`src/rtl/mips_pkg.sv`:
```
// rtl/mips_pkg.sv - shared types for the MIPS ID-stage branch sequencer
package mips_pkg;

    // Branch sequencer states; encodings are visible on br_state for debug
    typedef enum logic [1:0] {
        BR_IDLE    = 2'd0,
        BR_STALL   = 2'd1,
        BR_RESOLVE = 2'd2
    } t_br_state;

    // Branch comparator operand source
    typedef enum logic [1:0] {
        FWD_RF  = 2'b00,
        FWD_MEM = 2'b01
    } t_fwd_sel;

    // Largest hazard count the sequencer ever has to wait out
    localparam int MAX_BR_STALL = 2;

    // Larger of two unsigned stall counts
    function automatic logic [1:0] cnt_max2(input logic [1:0] a, input logic [1:0] b);
        return (a > b) ? a : b;
    endfunction

endpackage

```
`src/rtl/mips_branch_hazard_detect.sv`:
```
// rtl/mips_branch_hazard_detect.sv - per-operand branch hazard count and comparator forward select
module mips_branch_hazard_detect
    import mips_pkg::*;
#(
    parameter int REG_ADDR_W = 5,
    parameter int CNT_W      = 2
) (
    input  logic [REG_ADDR_W-1:0] i_reg,
    input  logic                  i_ex_reg_write,
    input  logic                  i_ex_mem_read,
    input  logic [REG_ADDR_W-1:0] i_ex_rd,
    input  logic                  i_mem_reg_write,
    input  logic                  i_mem_mem_read,
    input  logic [REG_ADDR_W-1:0] i_mem_rd,
    output logic [CNT_W-1:0]      o_hazard_cnt,
    output t_fwd_sel              o_fwd_sel
);

    logic w_reg_nonzero;
    logic w_ex_match;
    logic w_mem_match;

    // $zero is hardwired, so a write to it never creates a dependency
    assign w_reg_nonzero = (i_reg != '0);
    assign w_ex_match    = w_reg_nonzero && i_ex_reg_write  && (i_ex_rd  == i_reg);
    assign w_mem_match   = w_reg_nonzero && i_mem_reg_write && (i_mem_rd == i_reg);

    // EX producer dominates MEM: the younger value is the one the branch needs.
    // An EX load needs two cycles (through MEM), an EX ALU op one cycle (then forwarded
    // from MEM), and a MEM load one cycle (then read from the write-before-read regfile).
    always_comb begin
        o_hazard_cnt = '0;
        if (w_ex_match) begin
            o_hazard_cnt = i_ex_mem_read ? CNT_W'(2) : CNT_W'(1);
        end else if (w_mem_match && i_mem_mem_read) begin
            o_hazard_cnt = CNT_W'(1);
        end
    end

    // A MEM ALU result is ready for the comparator unless an EX write shadows it
    always_comb begin
        o_fwd_sel = FWD_RF;
        if (w_mem_match && !i_mem_mem_read && !w_ex_match) begin
            o_fwd_sel = FWD_MEM;
        end
    end

endmodule

```
`src/rtl/mips_branch_ctrl.sv`:
```
// rtl/mips_branch_ctrl.sv - ID-stage branch stall/forward/redirect sequencer; optional MIPS_BRANCH_STATS_EN counters
module mips_branch_ctrl
    import mips_pkg::*;
#(
    parameter int REG_ADDR_W = 5,
    parameter int CNT_W      = 2
) (
    input  logic                  clk,
    input  logic                  rst_n,
    input  logic                  pipe_hold,
    input  logic                  id_valid,
    input  logic                  id_is_branch,
    input  logic [REG_ADDR_W-1:0] id_rs,
    input  logic [REG_ADDR_W-1:0] id_rt,
    input  logic                  ex_reg_write,
    input  logic                  ex_mem_read,
    input  logic [REG_ADDR_W-1:0] ex_rd,
    input  logic                  mem_reg_write,
    input  logic                  mem_mem_read,
    input  logic [REG_ADDR_W-1:0] mem_rd,
    input  logic                  beq_valid,
    output logic                  stall_if_id,
    output logic                  flush_if_id,
    output logic                  pc_sel_branch,
    output logic [1:0]            fwd_sel_a,
    output logic [1:0]            fwd_sel_b,
`ifdef MIPS_BRANCH_STATS_EN
    output logic [31:0]           stat_taken,
    output logic [31:0]           stat_stall,
`endif
    output logic [1:0]            br_state
);

    t_br_state          r_state;
    logic [CNT_W-1:0]   r_cnt;

    logic [CNT_W-1:0]   w_hz_a;
    logic [CNT_W-1:0]   w_hz_b;
    t_fwd_sel           w_fwd_a;
    t_fwd_sel           w_fwd_b;
    logic [CNT_W-1:0]   w_need;
    logic               w_branch;
    logic               w_stall;
    logic               w_redirect;

    mips_branch_hazard_detect #(
        .REG_ADDR_W (REG_ADDR_W),
        .CNT_W      (CNT_W)
    ) u_hz_rs (
        .i_reg           (id_rs),
        .i_ex_reg_write  (ex_reg_write),
        .i_ex_mem_read   (ex_mem_read),
        .i_ex_rd         (ex_rd),
        .i_mem_reg_write (mem_reg_write),
        .i_mem_mem_read  (mem_mem_read),
        .i_mem_rd        (mem_rd),
        .o_hazard_cnt    (w_hz_a),
        .o_fwd_sel       (w_fwd_a)
    );

    mips_branch_hazard_detect #(
        .REG_ADDR_W (REG_ADDR_W),
        .CNT_W      (CNT_W)
    ) u_hz_rt (
        .i_reg           (id_rt),
        .i_ex_reg_write  (ex_reg_write),
        .i_ex_mem_read   (ex_mem_read),
        .i_ex_rd         (ex_rd),
        .i_mem_reg_write (mem_reg_write),
        .i_mem_mem_read  (mem_mem_read),
        .i_mem_rd        (mem_rd),
        .o_hazard_cnt    (w_hz_b),
        .o_fwd_sel       (w_fwd_b)
    );

    assign w_branch = id_valid && id_is_branch;
    assign w_need   = (w_hz_a > w_hz_b) ? w_hz_a : w_hz_b;

    // Stall and redirect depend on the current decode in IDLE, so they stay combinational;
    // pipe_hold wins so a frozen pipeline never sees a redirect it would lose
    always_comb begin
        w_stall    = 1'b0;
        w_redirect = 1'b0;
        if (pipe_hold) begin
            w_stall = 1'b1;
        end else begin
            case (r_state)
                BR_IDLE: begin
                    if (w_branch && (w_need != '0)) begin
                        w_stall = 1'b1;
                    end else if (w_branch) begin
                        w_redirect = beq_valid;
                    end
                end
                BR_STALL:   w_stall    = 1'b1;
                BR_RESOLVE: w_redirect = beq_valid;
                default:    w_stall    = 1'b0;
            endcase
        end
    end

    // Sequencer: counts out the operand hazard, then gives the comparator one resolve cycle
    always_ff @(posedge clk) begin
        if (!rst_n) begin
            r_state <= BR_IDLE;
            r_cnt   <= '0;
        end else if (!pipe_hold) begin
            case (r_state)
                BR_IDLE: begin
                    if (w_branch && (w_need != '0)) begin
                        r_cnt   <= w_need - CNT_W'(1);
                        r_state <= (w_need == CNT_W'(MAX_BR_STALL)) ? BR_STALL : BR_RESOLVE;
                    end
                end
                BR_STALL: begin
                    r_cnt <= r_cnt - CNT_W'(1);
                    if (r_cnt <= CNT_W'(1)) begin
                        r_state <= BR_RESOLVE;
                    end
                end
                BR_RESOLVE: begin
                    r_state <= BR_IDLE;
                end
                default: begin
                    r_state <= BR_IDLE;
                    r_cnt   <= '0;
                end
            endcase
        end
    end

`ifdef MIPS_BRANCH_STATS_EN
    logic [31:0] r_stat_taken;
    logic [31:0] r_stat_stall;

    // Event counters; frozen-pipeline cycles are not branch stalls and are skipped
    always_ff @(posedge clk) begin
        if (!rst_n) begin
            r_stat_taken <= '0;
            r_stat_stall <= '0;
        end else begin
            if (w_redirect) begin
                r_stat_taken <= r_stat_taken + 32'd1;
            end
            if (w_stall && !pipe_hold) begin
                r_stat_stall <= r_stat_stall + 32'd1;
            end
        end
    end

    assign stat_taken = r_stat_taken;
    assign stat_stall = r_stat_stall;
`endif

    assign stall_if_id   = w_stall;
    assign flush_if_id   = w_redirect;
    assign pc_sel_branch = w_redirect;
    assign fwd_sel_a     = w_fwd_a;
    assign fwd_sel_b     = w_fwd_b;
    assign br_state      = r_state;

endmodule
```
`config.mk`:
```
export PLATFORM = sky130hd
export DESIGN_NAME = mips_branch_ctrl
export DESIGN_NICKNAME = d
export VERILOG_FILES = /design/src/rtl/mips_pkg.sv /design/src/rtl/mips_branch_hazard_detect.sv /design/src/rtl/mips_branch_ctrl.sv
export SDC_FILE = /design/constraint.sdc
export NUM_CORES = 1
export LEC_CHECK = 0
export CAP_MARGIN = 15
export CORE_MARGIN = 10
export CORE_UTILIZATION = 39
export CTS_CLUSTER_SIZE = 12
export DETAILED_ROUTE_END_ITERATION = 6
export GPL_TIMING_DRIVEN = 0
export PLACE_DENSITY_LB_ADDON = 0.2
export SYNTH_ARGS = -nofsm -noshare
export SYNTH_HDL_FRONTEND = slang
export SYNTH_SLANG_ARGS = --single-unit
```
`constraint.sdc`:
```
create_clock -name clk -period 11.41 [get_ports clk]
set_input_delay 1.7115 -clock clk [delete_from_list [all_inputs] [get_ports clk]]
set_output_delay 1.7115 -clock clk [all_outputs]
set_load 0.01 [all_outputs]
```
==> flow_metrics.py <==
metrics = {
    "die": {
        "core_um2": 1940,
        "ios": 39,
        "die_h_um": 64.9,
        "num_rows": 16,
        "start_util_pct": 40.5,
        "die-width_um": 64.9,
        "die-area_um2": 4210,
    },
    "cts": {
        "numCtsBuffers": 3,
        "clk_path_buf_depth": 2,
        "cts_tree": "yes",
        "holdBufCountCts": 0,
        "clk_pin_slew_ns": 0.04,
        "cts_root_buf": "clkbuf_4",
        "cts_sinks": 4,
        "post-cts-setup-buffers": 0,
        "cts_resized": 0,
        "htreeDepth": 1,
        "clkLatencyLatePin_ns": 0.24,
    },
    "timing": {
        "fin_hold_ws_ns": 0.493,
        "fin_crit_ns": 7.26,
        "setup_viol": 0,
        "fmax_mhz": 138,
        "tns_ns": 0,
        "rsz0062_at_grt": "no",
        "setup_slack_ns": 4.15,
        "hold_viol": 0,
        "fin_skew_ns": 0.00515,
        "fin_crit_sh_pct": 63.6,
        "slew_viol_final": 0,
    },
    "worst_setup_path": {
        "crit_required_ns": 9.70,
        "crit_fanout": 3,
        "startpoint_type": "input pin",
        "path_buf_inv": 3,
        "critical_path_class": "in2out",
        "critPathMaxStageDelay_ns": 0.54,
        "crit_chain": "clkdlybuf4s50_1 > xor2_1 > nor4_4 > nand2_2 > or3_1 > ha_1 > nor2_1 > o22a_1 > nand3_1 > o22a_1 > and3_1 > ha_1 > a31oi_1 > nor4b_1 > buf_4 > clkdlybuf4s50_1",
        "cp_top_family": "simple AND/OR/NAND/NOR gates",
        "cp_slowest_cell": "clkdlybuf4s50_1",
        "cp.arrival_ns": 5.55,
        "endpoint_kind": "output port",
    },
    "yosys": {
        "synth_top_family_by_area": "simple AND/OR/NAND/NOR gates",
        "synth.cell_area_um2": 786,
        "synthCells": 103,
        "synthXorXnorAreaFrac_pct": 22.3,
        "synth.distinct_cells": 38,
        "synth_edf_count": 0,
        "synth_simple_gate_area_share_pct": 32.2,
        "synth-compound-area-share_pct": 18.5,
        "ys_dominant_reg_cell": "dfxtp_1",
        "synth-seq-cells": 4,
        "avgSynthCellArea_um2": 7.63,
        "synthMuxAreaShare_pct": 0,
        "synthAdderAreaFrac_pct": 9.55,
        "synthArstFlopShare_pct": 0,
        "ys_seq_area_share_pct": 10.2,
        "yosys_warnings": 0,
    },
    "place": {
        "place_ws_ns": 4.11,
        "place.gp.congestion": 0.806,
        "dpl_cell_area_um2": 1180,
        "io_buffers": 36,
        "dp_hpwl_mm": 2.01,
    },
    "finish": {
        "final_cell_area_um2": 1210,
        "diodes": 0,
        "fill_cells": 183,
        "area_delta_synth_final_pct": 53.5,
        "utilization_pct": 62.1,
        "final_nets": 181,
        "drive_gt1_share_pct": 9.79,
    },
    "drt": {
        "drc_errors": 0,
        "drt_iter0_markers": 27,
        "antenna_left": 0,
        "via_count": 863,
        "viasPerCell": 5.08,
        "post_drt_wl_per_cell_um": 13.0,
        "first_pass_iters": 4,
        "routed_wl_mm": 2.21,
    },
    "worst_hold_path": {
        "hold_class": "reg2reg",
    },
    "status": {
        "status": "finished clean",
    },
    "global_routing": {
        "grt_pass1_wl_mm": 3.67,
        "grt_overflow": 0,
        "grtUsageTotal_pct": 10.4,
        "grt_max_degree": 11,
        "grt_pass1_vias": 894,
        "antenna_found_initial": 0,
    },
    "power": {
        "p_per_area_nw_per_um2": 51.3,
        "p_leak_uw": 0.000447,
        "vdd_drop_max_v": 0.0000272,
    },
    "job": {
        "cap_violations": 0,
    },
}
-- cells in the final DEF (no fill, tap or decap), types with 4 or more instances in the layout --
master and n:
clkdlybuf4s50_1 36, dfxtp_1 4, ha_1 6, inv_1 6
nand2_1 9, nand3_1 4, nor2_1 7, xnor2_1 12
xor2_1 8
-- synthesized netlist by cell type, types with 2 or more instances --
cell type | n | area (µm²)
o21bai_1 | 3 | 22.5
xnor2_1 | 12 | 105
nor2_1 | 7 | 26.3
xor2_1 | 8 | 70.1
or4_1 | 3 | 22.5
a2111o_1 | 2 | 22.5
nand3_1 | 4 | 20.0
and2_1 | 3 | 18.8
ha_1 | 6 | 75.1
a31oi_1 | 2 | 12.5
nor3_1 | 2 | 10.0
a21oi_1 | 3 | 15.0
nand2_1 | 9 | 33.8
or3_1 | 2 | 12.5
o22a_1 | 2 | 17.5
dfxtp_1 | 4 | 80.1
inv_1 | 6 | 22.5
buf_4 | 3 | 22.5
nor4b_1 | 2 | 17.5
a21boi_0 | 2 | 15.0
-- stage by stage --
stage          instances  power (µW)
2_1_floorplan        104        27.7
5_1_grt              170        65.7
3_3_place_gp         167        43.0
3_5_place_dp         167        43.8
4_1_cts              170        62.7
6_report             170        61.8
-- cells by family after synthesis --
group / after synthesis
and+or+nand+nor: 42
xor gates and xnor gates: 20
AOI/OAI and AO/OA: 19
buffers and inverters: 11
adders and majority gates: 6
DFF: 4
other: 1
-- worst reg2reg max path, cell delays in order, from the launching register on --
cell and delay (ns):
dfxtp_1 0.31, buf_2 0.20, o21ba_2 0.19, a31oi_1 0.14, o21bai_1 0.11, or3b_2 0.45
a21boi_0 0.14
-- power by group --
| group | total (µW) | leakage [µW] | internal (µW) | switching, µW |
|---|---|---|---|---|
| logic | 29.3 | 0.000401 | 17.3 | 12.0 |
| registers | 14.2 | 0.0000322 | 14.1 | 0.0530 |
| clock network | 18.4 | 0.0000138 | 11.8 | 6.57 |
-- flip-flops by register name (all words and copies together) (netlist names) --
register  cells
r_cnt         2
br_state      2
-- final cells by class --
class | instances | area, µm² | area share, %
repair buffers | 36 | 360 | 29.9
plain buffers | 5 | 31.3 | 2.59
well taps | 27 | 33.8 | 2.80
multi-input cells | 89 | 656 | 54.4
inverters | 6 | 22.5 | 1.87
flip-flops and latches | 4 | 80.1 | 6.64
clock buffers | 3 | 22.5 | 1.87
-- layer usage --
metal,vias up,global-route usage (%),wire length (µm)
met5,-,0,0
met4,0,4.81,14
met3,2,4.12,200
met2,35,18.7,1120
met1,382,10.1,873
li1,444,-,-
-- worst paths after layout --
kind	slack, ns	cells after the start	start	end
worst min-delay path	0.49	2	r_cnt[1]	r_cnt[1]
worst max-delay path	4.15	16	id_rt[3]	pc_sel_branch
worst max register to register	9.80	6	br_state[0]	br_state[0]
worst min register to register	0.49	2	r_cnt[1]	r_cnt[1]
Power figures use the tool's default switching activity.
==> RTL edit: new RTL, same settings <==
`REG_ADDR_W` is set to 5 in 2 places; all go to 7.
--- a/src/rtl/mips_branch_hazard_detect.sv
+++ b/src/rtl/mips_branch_hazard_detect.sv
@@ -3,5 +3,5 @@
     import mips_pkg::*;
 #(
-    parameter int REG_ADDR_W = 5,
+    parameter int REG_ADDR_W = 7,
     parameter int CNT_W      = 2
 ) (
--- a/src/rtl/mips_branch_ctrl.sv
+++ b/src/rtl/mips_branch_ctrl.sv
@@ -3,5 +3,5 @@
     import mips_pkg::*;
 #(
-    parameter int REG_ADDR_W = 5,
+    parameter int REG_ADDR_W = 7,
     parameter int CNT_W      = 2
 ) (
Interface: changed (resized ex_rd, id_rs, id_rt and mem_rd); port bits go from 39 to 47. No check against the original RTL was run, so the function may have changed too.
==> RTL edit against the original RTL <==
Via count is 21% higher. Hold slack improved by 0.049 ns. Global-route usage is 1.7 points higher. Design area grew 21%. Synthesized area grew 21%. Setup slack lost 0.042 ns. Maximum frequency is 0.58% lower. Clock skew increased by 0.0057 ns. Total power increased by 17%. Sequential cell count is the same. Critical path type unchanged. Routed wire length grew 34%. Utilization rose by 1.8 points.
==> RTL edit: results <==
group,metric,value,unit
power,p_int,0.04933,mW
detailed_routing,wl_met3,213,microns
global_routing,grt_pass1_wl,5.037,mm
place,place_hpwl,2.687,mm
global_routing,grt_pass1_vias,1119,
global_routing,gr-usage-met2,20.36,%
place,gp_routability_congestion,0.8341,
critical_path,cp_max_fo,4,
sta,fin_skew,0.01083,ns
synthesis,ys_top_cells_by_area,"xor2_1 (13%), xnor2_1 (10%), dfxtp_1 (8.4%)",
status,outcome,"completed",
place,port_buffers,44,
power,ir_drop,0.07376,mV
detailed_routing,drt_iter0_markers,45,
detailed_routing,wl_per_cell,15.03,microns
synthesis,synth_cell_types,40,
global_routing,use_met1,13.98,%
detailed_routing,via_per_inst,5.299,
finish,layout-drive-gt1-share,7.692,%
power,power_density,49.66,nW/um^2
global_routing,grtUsageMet3,4.422,%
finish,num_antenna_cells,0,
finish,fin_nets,215,
detailed_routing,wl_met2,1.500,mm
clocking,clk_pin_slew,0.04,ns
detailed_routing,highest_layer,"met4",
global_routing,grt_usage,12.05,%
place,dp_slack,4.114,ns
detailed_routing,m1WireLength,1.236,mm
critical_path,rr_worst_depth,6,
power,combinationalPower,0.0383,mW
clocking,cts_resized,0,
power,seqPwrFrac,21.7,%
power,p_leak,0.5510,nW
critical_path,arrival,5.59,ns
synthesis,ys_top_cells_by_count,"xor2_1 (14), xnor2_1 (11), nand2_1 (10), nor2_1 (8)",
synthesis,seq_area_frac_synth,8.410,%
[RTL edit: changes by cell type after synthesis, sizes merged, moves of 3 or more]
cell	unedited run	this run
and4	0	3
mux2i	0	3
nand4	1	5
nor4	2	7
or4	4	0
xor2	8	14
[RTL edit: metrics by stage]
step                      cells  hold slack (ns)  area, sq um  util [%]
after global routing        197           0.5984         1454     63.88
after CTS                   197           0.5452         1454     63.88
after floorplan             122           0.5020        955.9         -
after detailed placement    194           0.5363         1431     62.89
after global placement      194           0.5213         1431     62.89
final                       197           0.5420         1454     63.88
[RTL edit: final timing paths]
| check | start | endpoint | slack (ns) |
|---|---|---|---|
| setup / recovery | id_rs[6] | pc_sel_branch | 4.11 |
| hold / removal | r_cnt[1] | r_cnt[1] | 0.54 |
| setup reg to reg | br_state[1] | r_cnt[0] | 9.94 |
| hold reg to reg | r_cnt[1] | r_cnt[1] | 0.54 |
[RTL edit: logic make-up after synthesis]
family | share of synthesized area (%)
flops | 8.410
xor+xnor | 28.12
mux | 3.154
fa+ha+maj | 7.884
compound gates | 13.14
buf+inv | 6.702
other cells | 0.3938
simple gates | 32.20
[RTL edit: final cells by class]
class	instances	area, sq um
buffer	6	41.29
inverter	6	22.52
tap	28	35.03
fill	211	822.0
multi-input combinational	106	812.0
timing repair buffer	44	440.4
clock buffer	3	22.52
sequential	4	80.08
[RTL edit: worst max-delay path, cell delays in order]
cell             delay [ns]
clkdlybuf4s50_1        0.52
xor2_1                 0.21
nor4_1                 0.45
nand4_1                0.18
mux2i_1                0.21
inv_1                  0.07
ha_1                   0.28
inv_1                  0.04
o22ai_1                0.25
mux2i_1                0.29
ha_1                   0.24
a31oi_1                0.09
nor4b_1                0.36
buf_4                  0.17
clkdlybuf4s50_1        0.52
